$ cat src/rtl/spi_settings_responder_if.sv
// spi_settings_responder_if: SPI pins, settings-write bus and readback bus of the SPI settings responder.
// Latency: none; plain wires.
// Backpressure: none; the slave modport is the responder side, the master modport is the board/host side.
// Signals: spi_sclk/spi_sen/spi_mosi in, spi_miso out; set_stb/set_addr/set_data write strobe;
//          rb_req/rb_addr request, rb_stb/rb_data response; busy and frame_err status.
// Optional: SPI_RESP_MISO_OE_EN adds spi_miso_oe (responder drives the shared miso line while high).
interface spi_settings_responder_if;
  logic        spi_sclk;
  logic        spi_sen;
  logic        spi_mosi;
  logic        spi_miso;
`ifdef SPI_RESP_MISO_OE_EN
  logic        spi_miso_oe;
`endif
  logic        set_stb;
  logic [7:0]  set_addr;
  logic [31:0] set_data;
  logic        rb_req;
  logic [7:0]  rb_addr;
  logic        rb_stb;
  logic [63:0] rb_data;
  logic        busy;
  logic        frame_err;

`ifdef SPI_RESP_MISO_OE_EN
  modport slave (
    input  spi_sclk, spi_sen, spi_mosi, rb_stb, rb_data,
    output spi_miso, spi_miso_oe, set_stb, set_addr, set_data, rb_req, rb_addr, busy, frame_err
  );
  modport master (
    output spi_sclk, spi_sen, spi_mosi, rb_stb, rb_data,
    input  spi_miso, spi_miso_oe, set_stb, set_addr, set_data, rb_req, rb_addr, busy, frame_err
  );
`else
  modport slave (
    input  spi_sclk, spi_sen, spi_mosi, rb_stb, rb_data,
    output spi_miso, set_stb, set_addr, set_data, rb_req, rb_addr, busy, frame_err
  );
  modport master (
    output spi_sclk, spi_sen, spi_mosi, rb_stb, rb_data,
    input  spi_miso, set_stb, set_addr, set_data, rb_req, rb_addr, busy, frame_err
  );
`endif
endinterface

$ cat src/rtl/spi_settings_responder.sv
// spi_settings_responder: SPI mode-0 target turning frames into settings writes and readback reads.
// Latency: rb_req 1 clk after the 16th detected sclk rise; set_stb 2 clk after the 48th detected rise.
// Backpressure: none; the SPI master paces the frame, late readback data is replaced by 32'h0BADC0DE.
// Ports: clk, reset_n (async, active low); bus (slave modport): SPI pins, set_* write strobe,
//        rb_* readback handshake, busy, frame_err. Optional macro SPI_RESP_MISO_OE_EN adds bus.spi_miso_oe.
// Parameters: SYNC_STAGES (2-3) pin synchronizer depth, DUMMY_BITS (4-16) read turnaround bits.
module spi_settings_responder #(
  parameter int SYNC_STAGES = 2,
  parameter int DUMMY_BITS  = 8
) (
  input  logic                     clk,
  input  logic                     reset_n,
  spi_settings_responder_if.slave  bus
);
  typedef enum logic [2:0] {ST_IDLE, ST_HDR, ST_WDATA, ST_RB_WAIT, ST_RDATA, ST_DONE} state_t;

  localparam logic [5:0]  LAST_HDR   = 6'd15;
  localparam logic [5:0]  LAST_WORD  = 6'd31;
  localparam logic [5:0]  LAST_DUMMY = 6'(DUMMY_BITS);
  localparam logic [31:0] BAD_WORD   = 32'h0BADC0DE;

  state_t                 state_q, state_d;
  logic [SYNC_STAGES-1:0] sclk_sync_q, sclk_sync_d;
  logic [SYNC_STAGES-1:0] sen_sync_q, sen_sync_d;
  logic [SYNC_STAGES-1:0] mosi_sync_q, mosi_sync_d;
  logic                   sclk_hist_q, sclk_hist_d;
  logic                   armed_q, armed_d;
  logic [5:0]             cnt_q, cnt_d;
  logic [31:0]            sr_q, sr_d;
  logic                   got_q, got_d;
  logic                   hi_q, hi_d;
  logic [7:0]             addr_q, addr_d;
  logic                   wr_pend_q, wr_pend_d;
  logic                   miso_q, miso_d;
  logic                   set_stb_q, set_stb_d;
  logic [7:0]             set_addr_q, set_addr_d;
  logic [31:0]            set_data_q, set_data_d;
  logic                   rb_req_q, rb_req_d;
  logic [7:0]             rb_addr_q, rb_addr_d;
  logic                   frame_err_q, frame_err_d;

  logic        sclk_s, sen_s, mosi_s, rise, fall;
  logic        hdr_done, wr_done, dummy_end, rd_done;
  logic [7:0]  addr_in;
  logic [31:0] rb_sel, rd_word;

  assign sclk_s = sclk_sync_q[SYNC_STAGES-1];
  assign sen_s  = sen_sync_q[SYNC_STAGES-1];
  assign mosi_s = mosi_sync_q[SYNC_STAGES-1];
  assign rise   = sclk_s & ~sclk_hist_q;
  assign fall   = ~sclk_s & sclk_hist_q;

  assign hdr_done  = (state_q == ST_HDR)     && rise && (cnt_q == LAST_HDR);
  assign wr_done   = (state_q == ST_WDATA)   && rise && (cnt_q == LAST_WORD);
  assign dummy_end = (state_q == ST_RB_WAIT) && fall && (cnt_q == LAST_DUMMY);
  assign rd_done   = (state_q == ST_RDATA)   && rise && (cnt_q == LAST_WORD);

  // Header is {rnw, hi, 6'b0, addr}; its last bit is still on mosi_s when hdr_done fires.
  assign addr_in = {sr_q[6:0], mosi_s};
  assign rb_sel  = hi_q ? bus.rb_data[63:32] : bus.rb_data[31:0];
  // A strobe coinciding with the last dummy fall still counts as real data.
  assign rd_word = got_q ? sr_q : (bus.rb_stb ? rb_sel : BAD_WORD);

  always_ff @(posedge clk or negedge reset_n) begin
    if (!reset_n) begin
      state_q     <= ST_IDLE;
      sclk_sync_q <= '0;
      sen_sync_q  <= '0;
      mosi_sync_q <= '0;
      sclk_hist_q <= 1'b0;
      armed_q     <= 1'b0;
      cnt_q       <= '0;
      sr_q        <= '0;
      got_q       <= 1'b0;
      hi_q        <= 1'b0;
      addr_q      <= '0;
      wr_pend_q   <= 1'b0;
      miso_q      <= 1'b0;
      set_stb_q   <= 1'b0;
      set_addr_q  <= '0;
      set_data_q  <= '0;
      rb_req_q    <= 1'b0;
      rb_addr_q   <= '0;
      frame_err_q <= 1'b0;
    end else begin
      state_q     <= state_d;
      sclk_sync_q <= sclk_sync_d;
      sen_sync_q  <= sen_sync_d;
      mosi_sync_q <= mosi_sync_d;
      sclk_hist_q <= sclk_hist_d;
      armed_q     <= armed_d;
      cnt_q       <= cnt_d;
      sr_q        <= sr_d;
      got_q       <= got_d;
      hi_q        <= hi_d;
      addr_q      <= addr_d;
      wr_pend_q   <= wr_pend_d;
      miso_q      <= miso_d;
      set_stb_q   <= set_stb_d;
      set_addr_q  <= set_addr_d;
      set_data_q  <= set_data_d;
      rb_req_q    <= rb_req_d;
      rb_addr_q   <= rb_addr_d;
      frame_err_q <= frame_err_d;
    end
  end

  always_comb begin
    sclk_sync_d = {sclk_sync_q[SYNC_STAGES-2:0], bus.spi_sclk};
    sen_sync_d  = {sen_sync_q[SYNC_STAGES-2:0], bus.spi_sen};
    mosi_sync_d = {mosi_sync_q[SYNC_STAGES-2:0], bus.spi_mosi};
    sclk_hist_d = sclk_s;
  end

  // Next-state logic. The synchronized enable resets to "low", so a frame may only start
  // once enable has been seen high at least once since reset (armed_q).
  always_comb begin
    state_d = state_q;
    case (state_q)
      ST_IDLE:    if (!sen_s && armed_q) state_d = ST_HDR;
      ST_HDR:     if (sen_s) state_d = ST_IDLE;
                  else if (hdr_done) state_d = sr_q[14] ? ST_RB_WAIT : ST_WDATA;
      ST_WDATA:   if (sen_s) state_d = ST_IDLE;
                  else if (wr_done) state_d = ST_DONE;
      ST_RB_WAIT: if (sen_s) state_d = ST_IDLE;
                  else if (dummy_end) state_d = ST_RDATA;
      ST_RDATA:   if (sen_s) state_d = ST_IDLE;
                  else if (rd_done) state_d = ST_DONE;
      ST_DONE:    if (sen_s) state_d = ST_IDLE;
      default:    state_d = ST_IDLE;
    endcase
  end

  // Datapath and output next values.
  always_comb begin
    cnt_d       = cnt_q;
    sr_d        = sr_q;
    got_d       = got_q;
    hi_d        = hi_q;
    addr_d      = addr_q;
    wr_pend_d   = 1'b0;
    miso_d      = 1'b0;
    rb_req_d    = 1'b0;
    rb_addr_d   = rb_addr_q;
    frame_err_d = 1'b0;
    armed_d     = armed_q | sen_s;
    // Write commit is one cycle behind the last data rise so sr_q holds the full word.
    set_stb_d   = wr_pend_q;
    set_addr_d  = wr_pend_q ? addr_q : set_addr_q;
    set_data_d  = wr_pend_q ? sr_q : set_data_q;
    case (state_q)
      ST_IDLE: begin
        cnt_d = '0;
        sr_d  = '0;
        got_d = 1'b0;
      end
      ST_HDR: begin
        if (sen_s) begin
          frame_err_d = 1'b1;
        end else if (rise) begin
          sr_d  = {sr_q[30:0], mosi_s};
          cnt_d = cnt_q + 6'd1;
          if (hdr_done) begin
            cnt_d  = '0;
            sr_d   = '0;
            addr_d = addr_in;
            hi_d   = sr_q[13];
            if (sr_q[14]) begin
              rb_req_d  = 1'b1;
              rb_addr_d = addr_in;
            end
          end
        end
      end
      ST_WDATA: begin
        if (sen_s) begin
          frame_err_d = 1'b1;
        end else if (rise) begin
          sr_d  = {sr_q[30:0], mosi_s};
          cnt_d = cnt_q + 6'd1;
          if (wr_done) begin
            cnt_d     = '0;
            wr_pend_d = 1'b1;
          end
        end
      end
      ST_RB_WAIT: begin
        if (sen_s) begin
          frame_err_d = 1'b1;
        end else begin
          if (rise) cnt_d = cnt_q + 6'd1;
          if (bus.rb_stb && !got_q) begin
            sr_d  = rb_sel;
            got_d = 1'b1;
          end
          // First data bit goes out on the fall that closes the turnaround.
          if (dummy_end) begin
            miso_d      = rd_word[31];
            sr_d        = {rd_word[30:0], 1'b0};
            cnt_d       = '0;
            frame_err_d = ~(got_q | bus.rb_stb);
          end
        end
      end
      ST_RDATA: begin
        if (sen_s) begin
          frame_err_d = 1'b1;
        end else begin
          miso_d = miso_q;
          if (fall) begin
            miso_d = sr_q[31];
            sr_d   = {sr_q[30:0], 1'b0};
          end
          if (rise) begin
            cnt_d = cnt_q + 6'd1;
            if (rd_done) begin
              cnt_d  = '0;
              miso_d = 1'b0;
            end
          end
        end
      end
      default: ;
    endcase
  end

  assign bus.spi_miso  = miso_q;
  assign bus.set_stb   = set_stb_q;
  assign bus.set_addr  = set_addr_q;
  assign bus.set_data  = set_data_q;
  assign bus.rb_req    = rb_req_q;
  assign bus.rb_addr   = rb_addr_q;
  assign bus.busy      = (state_q != ST_IDLE);
  assign bus.frame_err = frame_err_q;
`ifdef SPI_RESP_MISO_OE_EN
  assign bus.spi_miso_oe = ~sen_s & (state_q != ST_IDLE);
`endif
endmodule

$ cat src/flat_wrapper.sv
// flat-port wrapper written by rule: the top's interface ports become plain ports
module spi_settings_responder_flat 
#(
  parameter int SYNC_STAGES = 2,
  parameter int DUMMY_BITS  = 8
)
  (clk, reset_n, bus_spi_sclk, bus_spi_sen, bus_spi_mosi, bus_rb_stb, bus_rb_data, bus_spi_miso, bus_set_stb, bus_set_addr, bus_set_data, bus_rb_req, bus_rb_addr, bus_busy, bus_frame_err);
  spi_settings_responder_if bus_i ();
  input  logic clk;
  input  logic reset_n;
  input wire logic [$bits(bus_i.spi_sclk)-1:0] bus_spi_sclk;
  input wire logic [$bits(bus_i.spi_sen)-1:0] bus_spi_sen;
  input wire logic [$bits(bus_i.spi_mosi)-1:0] bus_spi_mosi;
  input wire logic [$bits(bus_i.rb_stb)-1:0] bus_rb_stb;
  input wire logic [$bits(bus_i.rb_data)-1:0] bus_rb_data;
  output wire logic [$bits(bus_i.spi_miso)-1:0] bus_spi_miso;
  output wire logic [$bits(bus_i.set_stb)-1:0] bus_set_stb;
  output wire logic [$bits(bus_i.set_addr)-1:0] bus_set_addr;
  output wire logic [$bits(bus_i.set_data)-1:0] bus_set_data;
  output wire logic [$bits(bus_i.rb_req)-1:0] bus_rb_req;
  output wire logic [$bits(bus_i.rb_addr)-1:0] bus_rb_addr;
  output wire logic [$bits(bus_i.busy)-1:0] bus_busy;
  output wire logic [$bits(bus_i.frame_err)-1:0] bus_frame_err;
  assign bus_i.spi_sclk = bus_spi_sclk;
  assign bus_i.spi_sen = bus_spi_sen;
  assign bus_i.spi_mosi = bus_spi_mosi;
  assign bus_i.rb_stb = bus_rb_stb;
  assign bus_i.rb_data = bus_rb_data;
  assign bus_spi_miso = bus_i.spi_miso;
  assign bus_set_stb = bus_i.set_stb;
  assign bus_set_addr = bus_i.set_addr;
  assign bus_set_data = bus_i.set_data;
  assign bus_rb_req = bus_i.rb_req;
  assign bus_rb_addr = bus_i.rb_addr;
  assign bus_busy = bus_i.busy;
  assign bus_frame_err = bus_i.frame_err;
  spi_settings_responder #(.SYNC_STAGES(SYNC_STAGES), .DUMMY_BITS(DUMMY_BITS)) u_core (.clk(clk), .reset_n(reset_n), .bus(bus_i));
endmodule
$ cat config.mk
export PLATFORM = sky130hd
export DESIGN_NAME = spi_settings_responder_flat
export DESIGN_NICKNAME = d
export VERILOG_FILES = /design/src/rtl/spi_settings_responder_if.sv /design/src/rtl/spi_settings_responder.sv /design/src/flat_wrapper.sv
export SDC_FILE = /design/constraint.sdc
export NUM_CORES = 1
export LEC_CHECK = 0
export CELL_PAD_IN_SITES_DETAIL_PLACEMENT = 1
export CELL_PAD_IN_SITES_GLOBAL_PLACEMENT = 1
export CORE_ASPECT_RATIO = 0.7
export CORE_MARGIN = 1.5
export CORE_UTILIZATION = 30
export DETAILED_ROUTE_END_ITERATION = 8
export PLACE_DENSITY = 0.59
export SKIP_LAST_GASP = 1
export SLEW_MARGIN = 15
export SYNTH_ARGS = -nofsm -noshare
export SYNTH_HDL_FRONTEND = slang
export SYNTH_SLANG_ARGS = --single-unit
$ cat constraint.sdc
create_clock -name clk -period 2.5 [get_ports clk]
set_input_delay 0.5 -clock clk [delete_from_list [all_inputs] [get_ports clk]]
set_output_delay 0.5 -clock clk [all_outputs]
set_load 0.02 [all_outputs]
==> results.md, run 1 <==
* Setup bufs post-CTS at 0
* Slew margin rel. at 53.9%
* Ys flop type: dfrtp_1
* ANT cells at 0
* DRT iter0 DRCs at 213
* Die Area at 0.0199 mm2
* Total track usage at 18.1%
* Total gr overflow at 0
* Top Ports at 123
* CTS tree: yes
* Clk Latency, worst-skew pair at 0.35 ns
* Syn avg cell area at 10.9 um2
* Core Area at 0.0183 mm2
* Compound-cell area share of the yosys netlist at 18.0%
* # Max-Cap Violations at 0
* Final setup TNS at 0 ns
* Crit. End Element: flop
* Crit path max fanout at 12
* Internal power at 0.00315 W
* Syn Std Cell Area at 0.00571 mm2
* Post-DP HPWL at 12.3 mm
* Synth unique cells at 57
* Via density at 5.30
* Final min period at 2.33 ns
* Period utilization at 93.4%
* Routability cong. at 0.809
* Gate power share at 31.0%
* Post-CTS sizing at 1
* Post-CTS Hold Fix Bufs at 0
* Leakage at 3.20 nW
* DRT Pass-1 Iters at 5
* Final setup viols at 0
* Final net count at 708
* Seq cells post-synth at 112
* WL final at 17.3 mm
* Startpoint types: flop
* Worst Tran Pin Value at 0.691 ns
* TritonCTS Sinks at 112
* Sequential Power Share at 40.5%
* DRC errors left at 0
* First-pass GRT wire length at 28.0 mm
* Syn-to-layout area delta at 31.7%
* Crit path DAT at 2.60 ns
* Post-synthesis adder-cell area fraction at 0.439%
* Root Driver: clkbuf_16
* Clock transition at path regs at 0.08 ns
* Initial antenna violation count at 0
* DRT antenna net count at 0
* Xor and xnor fraction of the mapped netlist area at 0%
* Max Root-Sink Buffers at 2
* Sequential share of the synthesized area at 49.1%
* Final Power at 0.00505 W
* Die height at 118 um
* # fillers at 1975
* Syn Nets at 595
* Vias at 4647
* Clock share of power at 28.5%
* CP required at 2.77 ns
* Largest net degree at the start of global routing at 50
* Largest family of logic cells by synthesized area: multiplexers
* Pwr/cell area at 672 mW/mm2
* Synth Area in Simple Gates at 9.39%
* Worst Skew at 0.0127 ns
* WS Path Type: reg2reg
* Maximum vdd drop at 0.451 mV
* Syn. warnings at 0
* Post-Synthesis Cells at 523
* Wire length per cell at 19.7 um
* Status: finished, final reports clean
* H-tree depth at 3
* RSZ-0062 raised after global routing: false
* Port Buffers at 122
* Layout cell share with drive strength beyond 1 at 21.4%
* Max Fclk at 0.428 GHz
* Sw Share at 37.5%
* Final Hold Fails at 0
* Max Slew Vio Count at 0
* Die W at 168 um
* FFs w/ async S/R, synth at 100%
* Total CTS buffers at 9
* Switching pwr at 0.00189 W
* Starting Density at 31.2%
* Vias in the first global route at 4775
* EDFF count, synth at 0
* Rows at 41
* Post-synthesis mux area share at 18.9%
* Worst min path class: in2async
-- layout by cell type, fill, tap and decap left out, types with 2 or more instances in the layout --
master and n:
nand3_1 3, and3_1 3, mux2_4 9, nand2b_1 7, dfrtp_1 107, nor2b_1 3
nor2_1 10, clkdlybuf4s50_1 120, nand2_1 63, inv_1 8, a21oi_1 28, a221o_1 3
clkbuf_16 9, o21ai_1 32, a2bb2oi_1 5, a21o_1 2, a22o_1 2, buf_12 3
mux2i_1 11, o211ai_1 6, buf_4 20, mux2_2 74, dfrtp_2 5, nand4_1 2
nor2_2 2, or2_2 2, inv_6 3, a32o_1 3, a22oi_1 11, ha_1 2
o21ai_0 14, a221oi_1 5, o22ai_1 34
-- registers in the layout, indices dropped and copies added, names as in the netlist, 2 cells and up --
name,flops
u_core.state_q,3
u_core.bus.set_data,32
u_core.mosi_sync_q,2
u_core.sr_q,32
u_core.bus.set_addr,8
u_core.bus.rb_addr,8
u_core.addr_q,8
u_core.cnt_q,6
u_core.sen_sync_q,2
u_core.sclk_sync_q,2
-- kinds of logic (layout without fill, tap and decap cells) --
logic type	count (synthesis)	count (layout)
AOI/OAI and AO/OA	156	156
DFF	112	112
and+or+nand+nor	109	109
muxes	94	94
buffers and inverters	50	168
adders and majority gates	2	2
-- per-stage QoR --
stage	hold WS [ns]	utilization, %	cell area [um2]	setup WS (ns)	cells
after floorplan	0.204	-	5710	0.535	523
final	0.184	41.0	7510	0.165	877
after CTS	0.207	41.0	7510	0.0165	877
after global placement	0.332	39.4	7220	0.265	861
after global routing	0.225	41.0	7510	0.0218	877
after detailed placement	0.337	39.4	7220	0.145	861
-- cell usage after synthesis (all sizes together) (2+ instances only) --
cell	count	area, um2
nand3	4	25.0
a32o	3	30.0
o22ai	34	213
a221o	3	30.0
mux2i	11	110
a2bb2oi	5	43.8
a221oi	6	70.1
clkbuf	13	48.8
nor2	12	50.1
o211ai	6	45.0
ha	2	25.0
mux2	83	968
buf	29	160
a21o	2	15.0
inv	8	30.0
nand2	63	236
a22oi	11	82.6
nand4	3	25.0
dfrtp	112	2800
o21ai	46	230
nor2b	3	18.8
a22o	2	17.5
or2	3	18.8
a21boi	2	15.0
nand2b	7	43.8
and3	3	18.8
a21oi	28	140
-- layer usage --
metal | GRT usage (%) | up-vias | part of all wire [%]
met3 | 3.28 | 9 | 4.6
met2 | 27.1 | 109 | 45
met5 | 0 | - | 0
met1 | 27.2 | 2387 | 50
met4 | 3.32 | 0 | 0.67
li1 | - | 2142 | -
-- worst max-delay path, stage by stage (launching register included) --
cell       delay (ns)
dfrtp_1          0.41
ha_1             0.22
and3_1           0.26
a311oi_2         0.46
or2_1            0.38
buf_4            0.28
a2bb2oi_1        0.10
o21ai_1          0.14
-- power groups by stage --
stage | registers (W) | clock network, W | logic (W)
global placement | 0.00206 | 0 | 0.00153
finish | 0.00204 | 0.00144 | 0.00157
floorplan | 0.00200 | 0 | 0.00106
global route | 0.00206 | 0.00156 | 0.00171
detailed placement | 0.00207 | 0 | 0.00156
CTS | 0.00204 | 0.00148 | 0.00157
-- worst paths after layout --
| kind | from | end | slack [ns] | cells after the start |
|---|---|---|---|---|
| min in group clk | u_core.mosi_sync_q[0]$_DFF_PN0_ | u_core.mosi_sync_q[1]$_DFF_PN0_ | 0.35 | 0 |
| max in group asynchronous | reset_n | u_core.state_q[0]$_DFFE_PN0P_ | 1.65 | 2 |
| max | u_core.cnt_q[1]$_DFFE_PN0P_ | u_core.sr_q[18]$_DFFE_PN0P_ | 0.17 | 7 |
| max reg2reg | u_core.cnt_q[1]$_DFFE_PN0P_ | u_core.sr_q[18]$_DFFE_PN0P_ | 0.17 | 7 |
| min | reset_n | u_core.bus.rb_addr[4]$_DFFE_PN0P_ | 0.18 | 1 |
| min reg2reg | u_core.mosi_sync_q[0]$_DFF_PN0_ | u_core.mosi_sync_q[1]$_DFF_PN0_ | 0.35 | 0 |
-- cell type report --
class | instances | area [um2] | share of cell area (%)
multi-input cells | 361 | 2660 | 35.5
clock buffers | 10 | 229 | 3.05
flip-flops and latches | 112 | 2810 | 37.4
repair buffers | 144 | 1420 | 19.0
well taps | 236 | 295 | 3.93
clock inverters | 6 | 61.3 | 0.816
inverters | 8 | 30.0 | 0.400
(Power assumes the default switching activity.)
==> inputs of run 2 (changes only) <==
SLEW_MARGIN = 20   (was 15)
==> results of run 2 <==
The final DEF is identical to that of run 1; final timing and power are the same.
==> inputs of run 3 (changes only) <==
PLACE_DENSITY = 0.62   (was 0.59)
clock period = 2.1 ns   (was 2.5 ns; I/O delays follow)
==> run 3 against run 2 <==
Against the previous run: routed wire length decreased by 0.85%; register-to-register slack worse by 0.07 ns; core utilization up 1.0 points; hold slack better by 0.17 ns; design area is 2.4% higher; largest power group unchanged; critical path depth shrank 1; highest routed layer unchanged; die area is the same; critical endpoint is now u_core.addr_q[6]$_DFFE_PN0P_; sequential power increased by 19%; first-iteration DRC count grew 11%.
==> results.md, run 3 (synthesized netlist as in run 1, its figures left out) <==
* Maximum vdd drop at 0.423 mV (-6.1%)
* DRT iter0 DRCs at 236 (+11%)
* Rows at 41 (unchanged)
* Commonest non-fill, non-tap cell in the layout: clkdlybuf4s50_1
* Family with the most delay on the worst path: simple AND/OR/NAND/NOR gates
* Syn-to-layout area delta at 34.9%
* Final setup viols at 0 (unchanged)
* Crit path DAT at 2.25 ns (-0.35 ns)
* Max Slew Vio Count at 0 (unchanged)
* Buf+Inv Stages, Crit Path at 1 (unchanged)
* Vias in the first global route at 5084 (+6.5%)
* Clock share of power at 27.0% (-1.5 points)
* Port Buffers at 122 (unchanged)
* Post-layout util at 42.0% (+1.0 points)
* Worst setup margin at 0.0978 ns (-0.0674 ns)
* Place WS at -0.0287 ns (-0.174 ns)
* CP required at 2.34 ns (-0.43 ns)
* DRT Pass-1 Iters at 4 (-1)
* Worst Tran Pin Value at 0.659 ns (-0.0321 ns)
* Layout cell share with drive strength beyond 1 at 23.8% (+2.4 points)
* TritonCTS Sinks at 112 (unchanged)
* Sw Share at 36.5% (-1.1 points)
* WL final at 17.1 mm (-0.85%)
* Final Power at 0.00622 W (+23%)
* Startpoint types: flop
* Vias at 4684 (+0.80%)
* RSZ-0062 raised after global routing: false
* Wire length per cell at 19.2 um (-2.4%)
* Top Ports at 123 (unchanged)
* Final net count at 722 (+2.0%)
* Core Area at 0.0183 mm2 (unchanged)
* Die Area at 0.0199 mm2 (unchanged)
* Total gr overflow at 0 (unchanged)
* Via density at 5.26 (-0.79%)
* Setup bufs post-CTS at 0 (unchanged)
* Post-DP HPWL at 12.4 mm (+0.42%)
* DRT antenna net count at 0 (unchanged)
* Max Fclk at 0.499 GHz (+17%)
* Leakage at 3.27 nW (+2.2%)
* Root Driver: clkbuf_16
* Max Root-Sink Buffers at 2 (unchanged)
* Total CTS buffers at 9 (unchanged)
* DRC errors left at 0 (unchanged)
* Crit. End Element: flop
* Crit path max fanout at 9 (-3)
* Period utilization at 95.3% (+2.0 points)
* Placed Instance Area at 0.00736 mm2 (+2.0%)
* Initial antenna violation count at 0 (unchanged)
* Starting Density at 31.2% (unchanged)
* First-pass GRT wire length at 27.8 mm (-0.88%)
* H-tree depth at 3 (unchanged)
* Routability cong. at 0.814 (+0.51%)
* Final Hold Fails at 0 (unchanged)
* Worst Skew at 0.00986 ns (-0.00286 ns)
* Die W at 168 um (unchanged)
* Internal power at 0.00395 W (+25%)
* Status: finished, final reports clean
* CTS tree: yes
* Final min period at 2.00 ns (-0.333 ns)
* Clock transition at path regs at 0.08 ns (about the same)
* # fillers at 1994 (+0.96%)
* Gate power share at 34.1% (+3.1 points)
* Slew margin rel. at 56.0% (+2.1 points)
* CP peak stage delay at 0.50 ns (+0.04 ns)
* Final instance area at 0.00769 mm2 (+2.4%)
* Switching pwr at 0.00227 W (+20%)
* Total track usage at 17.8% (-0.25 points)
* Die height at 118 um (unchanged)
* Worst min path class: reg2reg
* ANT cells at 0 (unchanged)
* Worst path slowest cell: or4_4
* Pwr/cell area at 809 mW/mm2 (+20%)
* Clk Latency, worst-skew pair at 0.36 ns (about the same)
* # Max-Cap Violations at 0 (unchanged)
* Largest net degree at the start of global routing at 53 (+6.0%)
* Crit-path cells: ha_2 -> and3_4 -> nand3_1 -> or4_4 -> buf_6 -> mux2_4
* Sequential Power Share at 38.9% (-1.6 points)
* WS Path Type: reg2reg
* Most frequent cells in the layout: clkdlybuf4s50_1 (120), dfrtp_1 (108), mux2_2 (74)
==> run 3: final timing paths <==
kind                                           startpoint                                end  slack, ns  cells after the start
min reg2reg                u_core.sen_sync_q[0]$_DFF_PN0_     u_core.sen_sync_q[1]$_DFF_PN0_       0.35                      0
max                           u_core.cnt_q[1]$_DFFE_PN0P_       u_core.addr_q[6]$_DFFE_PN0P_        0.1                      6
min                        u_core.sen_sync_q[0]$_DFF_PN0_     u_core.sen_sync_q[1]$_DFF_PN0_       0.35                      0
min in group asynchronous                         reset_n  u_core.bus.rb_addr[3]$_DFFE_PN0P_       0.49                      2
max in group asynchronous                         reset_n      u_core.state_q[1]$_DFFE_PN0P_       1.01                      3
max reg2reg                   u_core.cnt_q[1]$_DFFE_PN0P_       u_core.addr_q[6]$_DFFE_PN0P_        0.1                      6
==> run 3: final cells by class <==
cell class | instances | area (um2) | share of cell area (%)
Sequential cell | 112 | 2810 | 36.5
Multi-Input combinational cell | 361 | 2690 | 35.0
Timing Repair Buffer | 158 | 1580 | 20.5
Tap cell | 236 | 295 | 3.84
Clock buffer | 10 | 229 | 2.98
Clock inverter | 6 | 61.3 | 0.797
Inverter | 8 | 30.0 | 0.390
==> run 3: metrics by stage <==
step | hold WS (ns) | std cells | TNS, ns
after floorplan | 0.124 | 523 | 0
after global placement | 0.325 | 874 | 0
after detailed placement | 0.331 | 874 | -0.0287
after CTS | 0.356 | 891 | 0
after global routing | 0.371 | 891 | 0
final | 0.354 | 891 | 0
==> run 3: what timing repair did <==
action,CTS,global route
endpoints found under the hold margin,18,0
gates cloned,0,0
gates resized for setup,3,11
setup endpoints to repair,9,39
hold buffers,1,0
==> run 3: power groups by stage <==
| stage | registers, W | logic (W) | clock network (W) |
|---|---|---|---|
| after floorplan | 0.00238 | 0.00126 | 0 |
| after global placement | 0.00244 | 0.00207 | 0 |
| after detailed placement | 0.00245 | 0.00211 | 0 |
| after CTS | 0.00241 | 0.00211 | 0.00174 |
| after global routing | 0.00244 | 0.00229 | 0.00182 |
| final | 0.00242 | 0.00212 | 0.00168 |
==> run 3: metal layers <==
| metal | share of wire (%) | track usage [%] | vias to the layer above | routed length (um) |
|---|---|---|---|---|
| met5 | 0 | 0 | - | 0 |
| met4 | 1.0 | 5.24 | 0 | 172 |
| met3 | 3.8 | 3.22 | 11 | 646 |
| met2 | 47 | 28.2 | 100 | 8070 |
| met1 | 48 | 24.9 | 2394 | 8230 |
| li1 | - | - | 2179 | - |
